$ cat src/rtl/riscv_pkg.sv
`default_nettype none
// ============================================================================
// Module   : riscv_pkg
// Brief    : Shared constants and types for the 5-stage RV32I pipeline.
// Revision : 1.0 - initial release
// ============================================================================
package riscv_pkg;

  localparam int XLEN = 32;

  // addi x0, x0, 0 -- canonical bubble instruction
  localparam logic [XLEN-1:0] NOP = 32'h0000_0013;

  // Fetch-stage controller states
  typedef enum logic [1:0] {
    BOOT  = 2'd0,
    FETCH = 2'd1,
    BUF   = 2'd2,
    DRAIN = 2'd3
  } if_state_t;

endpackage
`default_nettype wire

$ cat src/rtl/if_id_reg.sv
`default_nettype none
// ============================================================================
// Module   : if_id_reg
// Brief    : Pipeline register {instr, pc, pc+4, valid} with flush/load/hold.
//            Flush wins over load; neither means hold.
// Revision : 1.0 - initial release
// ============================================================================
module if_id_reg
  import riscv_pkg::*;
#(
  parameter logic [XLEN-1:0] FLUSH_INSTR = NOP
) (
  input  logic            clk,
  input  logic            rst,
  input  logic            load,
  input  logic            flush,
  input  logic [XLEN-1:0] instr_in,
  input  logic [XLEN-1:0] pc_in,
  input  logic [XLEN-1:0] pc_plus4_in,
  input  logic            valid_in,
  output logic [XLEN-1:0] instr_out,
  output logic [XLEN-1:0] pc_out,
  output logic [XLEN-1:0] pc_plus4_out,
  output logic            valid_out
);

  logic [XLEN-1:0] instr_q, instr_d;
  logic [XLEN-1:0] pc_q, pc_d;
  logic [XLEN-1:0] pc_plus4_q, pc_plus4_d;
  logic            valid_q, valid_d;

  // Select next register contents: flush to a bubble, load new, or hold
  always_comb begin
    instr_d    = instr_q;
    pc_d       = pc_q;
    pc_plus4_d = pc_plus4_q;
    valid_d    = valid_q;
    if (flush) begin
      instr_d    = FLUSH_INSTR;
      pc_d       = '0;
      pc_plus4_d = '0;
      valid_d    = 1'b0;
    end else if (load) begin
      instr_d    = instr_in;
      pc_d       = pc_in;
      pc_plus4_d = pc_plus4_in;
      valid_d    = valid_in;
    end
  end

  // Register storage with asynchronous reset to a bubble
  always_ff @(posedge clk or posedge rst) begin
    if (rst) begin
      instr_q    <= FLUSH_INSTR;
      pc_q       <= '0;
      pc_plus4_q <= '0;
      valid_q    <= 1'b0;
    end else begin
      instr_q    <= instr_d;
      pc_q       <= pc_d;
      pc_plus4_q <= pc_plus4_d;
      valid_q    <= valid_d;
    end
  end

  assign instr_out    = instr_q;
  assign pc_out       = pc_q;
  assign pc_plus4_out = pc_plus4_q;
  assign valid_out    = valid_q;

endmodule
`default_nettype wire

$ cat src/rtl/if_stage.sv
`default_nettype none
// ============================================================================
// Module   : if_stage
// Brief    : Instruction fetch with PC, skid buffer, redirect drain and the
//            IF/ID pipeline register. Drives a variable-latency req/ready
//            instruction memory; request and address are registered.
// Revision : 1.0 - initial release
// ============================================================================
module if_stage #(
  parameter logic [riscv_pkg::XLEN-1:0] RESET_PC = 32'h0000_0000,
  parameter logic [riscv_pkg::XLEN-1:0] NOP      = riscv_pkg::NOP
) (
  input  logic                       clk,
  input  logic                       rst,
  input  logic                       StallF,
  input  logic                       StallD,
  input  logic                       PCSrcD,
  input  logic [riscv_pkg::XLEN-1:0] PCBranchD,
  output logic                       imem_req,
  output logic [riscv_pkg::XLEN-1:0] imem_addr,
  input  logic [riscv_pkg::XLEN-1:0] imem_rdata,
  input  logic                       imem_ready,
  output logic [riscv_pkg::XLEN-1:0] InstrD,
  output logic [riscv_pkg::XLEN-1:0] PCD,
  output logic [riscv_pkg::XLEN-1:0] PCPlus4D,
  output logic                       ValidD,
  output logic [riscv_pkg::XLEN-1:0] FetchStallCnt
);

  import riscv_pkg::XLEN;
  import riscv_pkg::if_state_t;
  import riscv_pkg::BOOT;
  import riscv_pkg::FETCH;
  import riscv_pkg::BUF;
  import riscv_pkg::DRAIN;

  if_state_t       state_q, state_d;
  logic [XLEN-1:0] pcf_q, pcf_d;
  logic [XLEN-1:0] skid_q, skid_d;
  logic [XLEN-1:0] stale_q, stale_d;
  logic [XLEN-1:0] cnt_q, cnt_d;
  logic            imem_req_q, imem_req_d;
  logic [XLEN-1:0] imem_addr_q, imem_addr_d;

  logic            avail;
  logic [XLEN-1:0] avail_instr;
  logic            redirect;
  logic            advance;
  logic            id_load;
  logic            id_flush;
  logic [XLEN-1:0] pcf_plus4;

  assign avail       = ((state_q == FETCH) && imem_ready) || (state_q == BUF);
  assign avail_instr = (state_q == BUF) ? skid_q : imem_rdata;
  // A branch held in decode by a stall must not redirect yet
  assign redirect    = PCSrcD && !StallD;
  assign advance     = avail && !StallF && !StallD && !redirect;
  assign pcf_plus4   = pcf_q + 32'd4;

  // Next-state: redirect beats advance beats hold; bubble when starved
  always_comb begin
    state_d  = state_q;
    pcf_d    = pcf_q;
    skid_d   = skid_q;
    stale_d  = stale_q;
    cnt_d    = cnt_q;
    id_load  = 1'b0;
    id_flush = 1'b0;

    if (redirect) begin
      pcf_d    = PCBranchD;
      id_flush = 1'b1;
      case (state_q)
        BOOT:  state_d = FETCH;
        FETCH: begin
          if (!imem_ready) begin
            // The outstanding request still has to complete; remember it
            stale_d = pcf_q;
            state_d = DRAIN;
          end
        end
        BUF:   state_d = FETCH;
        DRAIN: if (imem_ready) state_d = FETCH;
        default: state_d = BOOT;
      endcase
    end else if (advance) begin
      id_load = 1'b1;
      pcf_d   = pcf_plus4;
      state_d = FETCH;
    end else if (avail) begin
      // Stalled with an instruction in hand: park it in the skid buffer
      if (state_q == FETCH) skid_d = imem_rdata;
      state_d = BUF;
    end else begin
      if (!StallD) id_flush = 1'b1;
      case (state_q)
        BOOT:    state_d = FETCH;
        DRAIN:   if (imem_ready) state_d = FETCH;
        default: state_d = state_q;
      endcase
    end

    if (!StallD && !avail && (state_q != BOOT) && (cnt_q != '1))
      cnt_d = cnt_q + 32'd1;

    // Memory-side outputs derive from the next state only (Moore)
    imem_req_d  = (state_d == FETCH) || (state_d == DRAIN);
    imem_addr_d = (state_d == DRAIN) ? stale_d : pcf_d;
  end

  // Controller state, PC, buffers, counter and registered memory outputs
  always_ff @(posedge clk or posedge rst) begin
    if (rst) begin
      state_q     <= BOOT;
      pcf_q       <= RESET_PC;
      skid_q      <= NOP;
      stale_q     <= '0;
      cnt_q       <= '0;
      imem_req_q  <= 1'b0;
      imem_addr_q <= RESET_PC;
    end else begin
      state_q     <= state_d;
      pcf_q       <= pcf_d;
      skid_q      <= skid_d;
      stale_q     <= stale_d;
      cnt_q       <= cnt_d;
      imem_req_q  <= imem_req_d;
      imem_addr_q <= imem_addr_d;
    end
  end

  if_id_reg #(
    .FLUSH_INSTR (NOP)
  ) u_if_id_reg (
    .clk          (clk),
    .rst          (rst),
    .load         (id_load),
    .flush        (id_flush),
    .instr_in     (avail_instr),
    .pc_in        (pcf_q),
    .pc_plus4_in  (pcf_plus4),
    .valid_in     (1'b1),
    .instr_out    (InstrD),
    .pc_out       (PCD),
    .pc_plus4_out (PCPlus4D),
    .valid_out    (ValidD)
  );

  assign imem_req      = imem_req_q;
  assign imem_addr     = imem_addr_q;
  assign FetchStallCnt = cnt_q;

endmodule
`default_nettype wire

$ cat config.mk
export PLATFORM = sky130hd
export DESIGN_NAME = if_stage
export DESIGN_NICKNAME = d
export VERILOG_FILES = /design/src/rtl/riscv_pkg.sv /design/src/rtl/if_id_reg.sv /design/src/rtl/if_stage.sv
export SDC_FILE = /design/constraint.sdc
export NUM_CORES = 1
export LEC_CHECK = 0
export CAP_MARGIN = 25
export CORE_MARGIN = 8
export CORE_UTILIZATION = 40
export CTS_CLUSTER_SIZE = 10
export DETAILED_ROUTE_END_ITERATION = 6
export GPL_ROUTABILITY_DRIVEN = 0
export GPL_TIMING_DRIVEN = 0
export SKIP_CTS_REPAIR_TIMING = 1
export SLEW_MARGIN = 30
export SYNTH_ARGS = -nofsm -noshare
export SYNTH_HDL_FRONTEND = slang
export SYNTH_SLANG_ARGS = --single-unit
$ cat constraint.sdc
create_clock -name clk -period 25.6 [get_ports clk]
set_clock_uncertainty 0.2 [all_clocks]
set_input_delay 3.84 -clock clk [delete_from_list [all_inputs] [get_ports clk]]
set_output_delay 3.84 -clock clk [all_outputs]
set_load 0.1 [all_outputs]
# Yosys cells after proc, flatten, opt, wreduce, memory -nomap -nowiden
# Cells that the tools add are included.
# Widths: inputs -> output; s select.
# op_classes
add_sub_neg	2
eq_ne	6
muxes	28
n_bitwise	2
n_reduce_logical	19
# op_table
cell	count
$mux 32	13
$add 32x1->32 const B	1
$add 32x3->32 const B	1
$ne 32x32->1 const B	1
$mux 2	5
$logic_and 1x1->1	8
$mux 1	8
$eq 2x2->1 const B	3
$pmux 2 s3	1
$eq 2x1->1 const B	2
$logic_not 1->1	4
$pmux 2 s2	1
$reduce_and 4->1	1
$reduce_bool 2->1	2
$logic_not 2->1	1
$logic_or 1x1->1	2
$not 1->1	2
$reduce_or 2->1	1
# word_totals
reg_bits	260
in_bits	70
output_inout_bits	162
wordCells	68

# Logic depth before layout (Yosys ltp)
# depth
word_depth	10
ltp_mapped	11
ltp_nobuf	7

# Hierarchy
# A second synthesis with hierarchy kept.
# unflattened
cells_unflattened	982
area_unflattened_um2	11772.5
# by_module_without_submodules
module	n_inst	cells_per_inst	area_each_um2	seq_area_each_um2
if_stage	1	668	7838.8	4057.6
if_id_reg	1	314	3933.8	2431.1

# Least setup slack after synthesis
# OpenSTA, ideal clock, no wires.
# synth_timing
kind	input port to flip-flop
start	in StallD
end	reg imem_addr_q[26], in the netlist imem_addr[26]
arrival_time_ns	5.355
t_required_ns	25.266
setup_slack_ns	19.910
cell_stages	7
path_buffers	2
cell_sequence	buf_4 -> nand2b_1 -> nor3b_2 -> buf_2 -> mux2_2 -> a211oi_1 -> a31oi_2
# synth_rtl
element	line_no	rtl
start, declared	if_stage.sv:16	input logic StallD,
$logic_not 1->1	if_stage.sv:56	assign redirect = PCSrcD && !StallD;
$logic_and 1x1->1	if_stage.sv:56	
$mux 32	if_stage.sv:70	if (redirect) begin
via stale_d[26]	if_stage.sv:40	logic [XLEN-1:0] stale_q, stale_d;
$mux 32	if_stage.sv:108	imem_addr_d = (state_d == DRAIN) ? stale_d : pcf_d;
via imem_addr_d[26]	if_stage.sv:43	logic [XLEN-1:0] imem_addr_q, imem_addr_d;
end signal, assigned	if_stage.sv:128	imem_addr_q <= imem_addr_d;
end, declared	if_stage.sv:43	
# The timed path passes the listed nets, and every way through them passes these cells.
# A chain may end at the register's enable or synchronous reset.

# Final worst setup path
# layout_timing
start	reg u_if_id_reg.instr_q[4], in the netlist u_if_id_reg.instr_out[4]
end	out InstrD[4] (netlist bit)
# layout_rtl
element	line_no	rtl
start, declared	if_id_reg.sv:27	logic [XLEN-1:0] instr_q, instr_d;
start signal, assigned	if_id_reg.sv:59	instr_q <= instr_d;
end, declared	if_stage.sv:23	output logic [riscv_pkg::XLEN-1:0] InstrD,
# No word-level cell between the ends.

==> impl_metrics.csv <==
group,metric,value,unit
route,viasPerCell,5.33,
critical_path,cp_top_family,"buffers and inverters",
yosys,syn_avg_cell_area,11.2,sq um
pwr,combPwrFrac,45.5,%
final_layout,layout-drive-gt1-share,15.4,%
final_layout,n_antenna_cell,0,
critical_path,critPathMaxStageDelay,1.16,ns
job,max-cap-violations,0,
placed_design,hpwlAfterDp,26100,microns
clocking,cts_tree,"yes",
sta,max-slew-margin-rel,30.7,%
pwr,p_int,0.979,mW
yosys,syn_inst,1044,
route,antenna_left,0,
sta,min_period_over_period,24.5,%
yosys,yosysTopAreaCell,"dfrtp_1",
critical_path,path_cells,"clkdlybuf4s50_1",
sta,worstMarginPinSlew,1.04,ns
pwr,p_leak,6.66,nW
yosys,synth-seq-cells,257,
grt,grt_overflow_total,0,
yosys,synthTopCellsByArea,"dfrtp_1, mux2_2, nand2_1",
floorplanning,start_util,40.6,%
route,num_vias,9109,
clocking,clockBufferDepth,3,
yosys,syn_nets,1121,
pwr,power_density,115,nW/um^2
run_status,status,"completed",
yosys,synth_async_sr_flop_share,100,%
yosys,yosysTopAreaCellShare,53.7,%
pwr,p_sw,0.789,mW
floorplanning,dieArea,34900,sq um
pwr,p_seq_share,32.7,%
route,wl_per_cell,20.9,microns
critical_path,arrival,2.23,ns
pwr,p_sw_share,44.6,%
sta,hold_violations,0,
yosys,ys_top_cells_by_count,"dfrtp_1, nand2_1, nand3_1",
critical_path,worstSetupEndpointType,"output port",
route,drcViolationCount,0,
yosys,synth-edff-count,0,
placed_design,portBuffers,230,
critical_path,setup.worst_path.class,"flip-flop to output port",
sta,fin_crit,6.27,ns
route,first_pass_iters,5,
grt,grt_pass1_wl,55600,microns
floorplanning,core-area,28800,sq um
final_layout,finish.utilization,53.3,%
critical_path,path_max_fanout,2,
critical_path,critPathRequiredTime,21.56,ns
critical_path,path_buf_inv,1,
hold_path,min_path_type,"flip-flop to flip-flop",
sta,maxSlewViolCount,0,
grt,antenna_found_initial,0,
critical_path,cp-start-kind,"flip-flop",
clocking,h-tree-depth,1,
grt,grt_max_degree,87,
sta,finalSetupViolCount,0,
sta,fmaxAchievable,160,MHz
final_layout,area.growth.synth_to_final,31.3,%
floorplanning,rows,62,
yosys,yosys_warnings,0,
grt,grt_pass1_vias,9205,
clocking,cts-root-buf,"clkbuf_16",
critical_path,critPathSlowestCell,"clkdlybuf4s50_1",
final_layout,nNetsFinal,1386,
clocking,clk_pin_slew_worst_paths,0.05,ns
yosys,synth_seq_area_share,55.1,%
pwr,ir_worst_vdd,0.0750,mV
pwr,clockPowerShare,21.9,%
clocking,clock_latency,0.55,ns
route,drt_iter0_drc,623,
floorplanning,num_io_pins,232,
clocking,cts_buffers,30,
floorplanning,die_h,187,microns
clocking,cts.sink_count,257,
yosys,synth_cell_types,61,
yosys,yosysMostFrequentCell,"dfrtp_1",
sta,grt_setup_unrepaired,"no",
sta,fin_tns_setup,0,ns
floorplanning,die_w,187,microns
yosys,synth_area,11700,sq um
grt,grtUsageTotal,19.9,%
route,routed_wl,35700,microns
yosys,synth_ff_type,"dfrtp_1",
==> layer usage <==
layer / up-vias / part of all wire [%] / global-route usage (%)
met3: 54 / 8.0 / 6.19
li1: 4281 / - / -
met4: 0 / 2.1 / 5.01
met5: - / 0 / 0
met2: 299 / 46 / 30.9
met1: 4475 / 44 / 26.6
==> flip-flops by register name (all words and copies together) (netlist names) <==
register,count
u_if_id_reg.instr_out,32
u_if_id_reg.pc_out,32
stale_q,32
FetchStallCnt,32
pcf_q,32
skid_q,32
u_if_id_reg.pc_plus4_out,30
u_if_id_reg.valid_out,1
imem_addr,32
state_q,2
==> logic make-up (layout without fill, tap and decap cells) <==
family,Yosys count,in the layout,share of synthesized area [%]
and+or+nand+nor,368,368,15.8
DFF,257,257,55.1
AOI/OAI and AO/OA,163,163,9.81
muxes,117,117,11.4
buffers and inverters,86,367,3.76
xor gates and xnor gates,46,46,3.45
adders and majority gates,7,7,0.749
==> power groups by stage <==
stage | sequential (mW) | clock [mW] | combinational (mW)
2_1_floorplan | 0.914 | 0 | 0.269
3_3_place_gp | 0.581 | 0 | 0.805
3_5_place_dp | 0.584 | 0 | 0.809
4_1_cts | 0.577 | 0.394 | 0.811
5_1_grt | 0.590 | 0.412 | 0.841
6_report | 0.578 | 0.387 | 0.804
==> worst register-to-register path, stage by stage (launching register included) <==
cell and delay (ns):
dfrtp_1 0.44, inv_1 0.09, ha_1 0.20, buf_4 0.18
a21o_1 0.17, buf_6 0.13, nand2_1 0.39, buf_4 0.30
buf_2 0.32, clkbuf_1 0.45, o21ai_0 0.20
==> worst paths after layout <==
path	to	slack [ns]	cells after the start	start
worst max-delay path	InstrD[4]	19.33	1	u_if_id_reg.instr_out[4]
worst min-delay path	u_if_id_reg.pc_plus4_out[19]	0.28	2	u_if_id_reg.pc_plus4_out[19]
worst max register to register	u_if_id_reg.instr_out[31]	22.37	10	state_q[0]
worst min register to register	u_if_id_reg.pc_plus4_out[19]	0.28	2	u_if_id_reg.pc_plus4_out[19]
max in group asynchronous	FetchStallCnt[3]	20.71	4	rst
min in group asynchronous	stale_q[12]	3.50	2	rst
==> stage by stage <==
step | cells | power, mW | setup WS [ns] | area (sq um) | hold slack [ns]
finish | 1709 | 1.77 | 19.33 | 15300 | 0.276
global route | 1709 | 1.84 | 19.12 | 15300 | 0.293
CTS | 1709 | 1.78 | 19.30 | 15400 | 0.281
detailed placement | 1661 | 1.39 | 18.82 | 14500 | 0.263
global placement | 1658 | 1.39 | 10.96 | 14500 | 0.262
floorplan | 1044 | 1.18 | 14.50 | 11700 | 0.255
==> cells in the final DEF (no fill, tap or decap), types with 4 or more instances in the layout <==
cell             Yosys  final
dfrtp_1            251    251
clkdlybuf4s50_1      0    215
nand2_1            144    144
nand3_1             97     97
mux2_2              70     70
o21ai_0             60     60
buf_2               27     42
clkbuf_1            26     40
mux2i_1             32     32
clkbuf_16            0     31
xnor2_1             29     29
nand4_1             24     24
a211oi_1            24     24
xor2_1              17     17
nor3_1              16     16
nor2_1              16     16
nor4_1              14     14
a22oi_1             14     14
mux2_4              14     14
a31oi_1             14     14
and3_1              12     12
buf_4               10     10
and4_1               9      9
or3_1                8      8
inv_1                9      8
buf_1                8      8
o31a_1               7      7
a21oi_1              7      7
ha_1                 7      7
buf_6                6      6
a21o_1               6      6
a41oi_1              6      6
dfstp_2              6      6
and2_1               5      5
a221o_1              5      5
nand3b_1             4      4
o211ai_1             4      4
nor3b_1              4      4
==> area by class of cell <==
type / count / area [sq um]
buffer: 77 / 405
clock buffer: 47 / 856
clock inverter: 1 / 5.00
fill: 2642 / 13400
inverter: 9 / 41.3
multi-input combinational: 701 / 4810
sequential: 257 / 6440
tap: 384 / 480
timing repair buffer: 233 / 2310
Note: power is estimated with default switching activity, not from simulation.
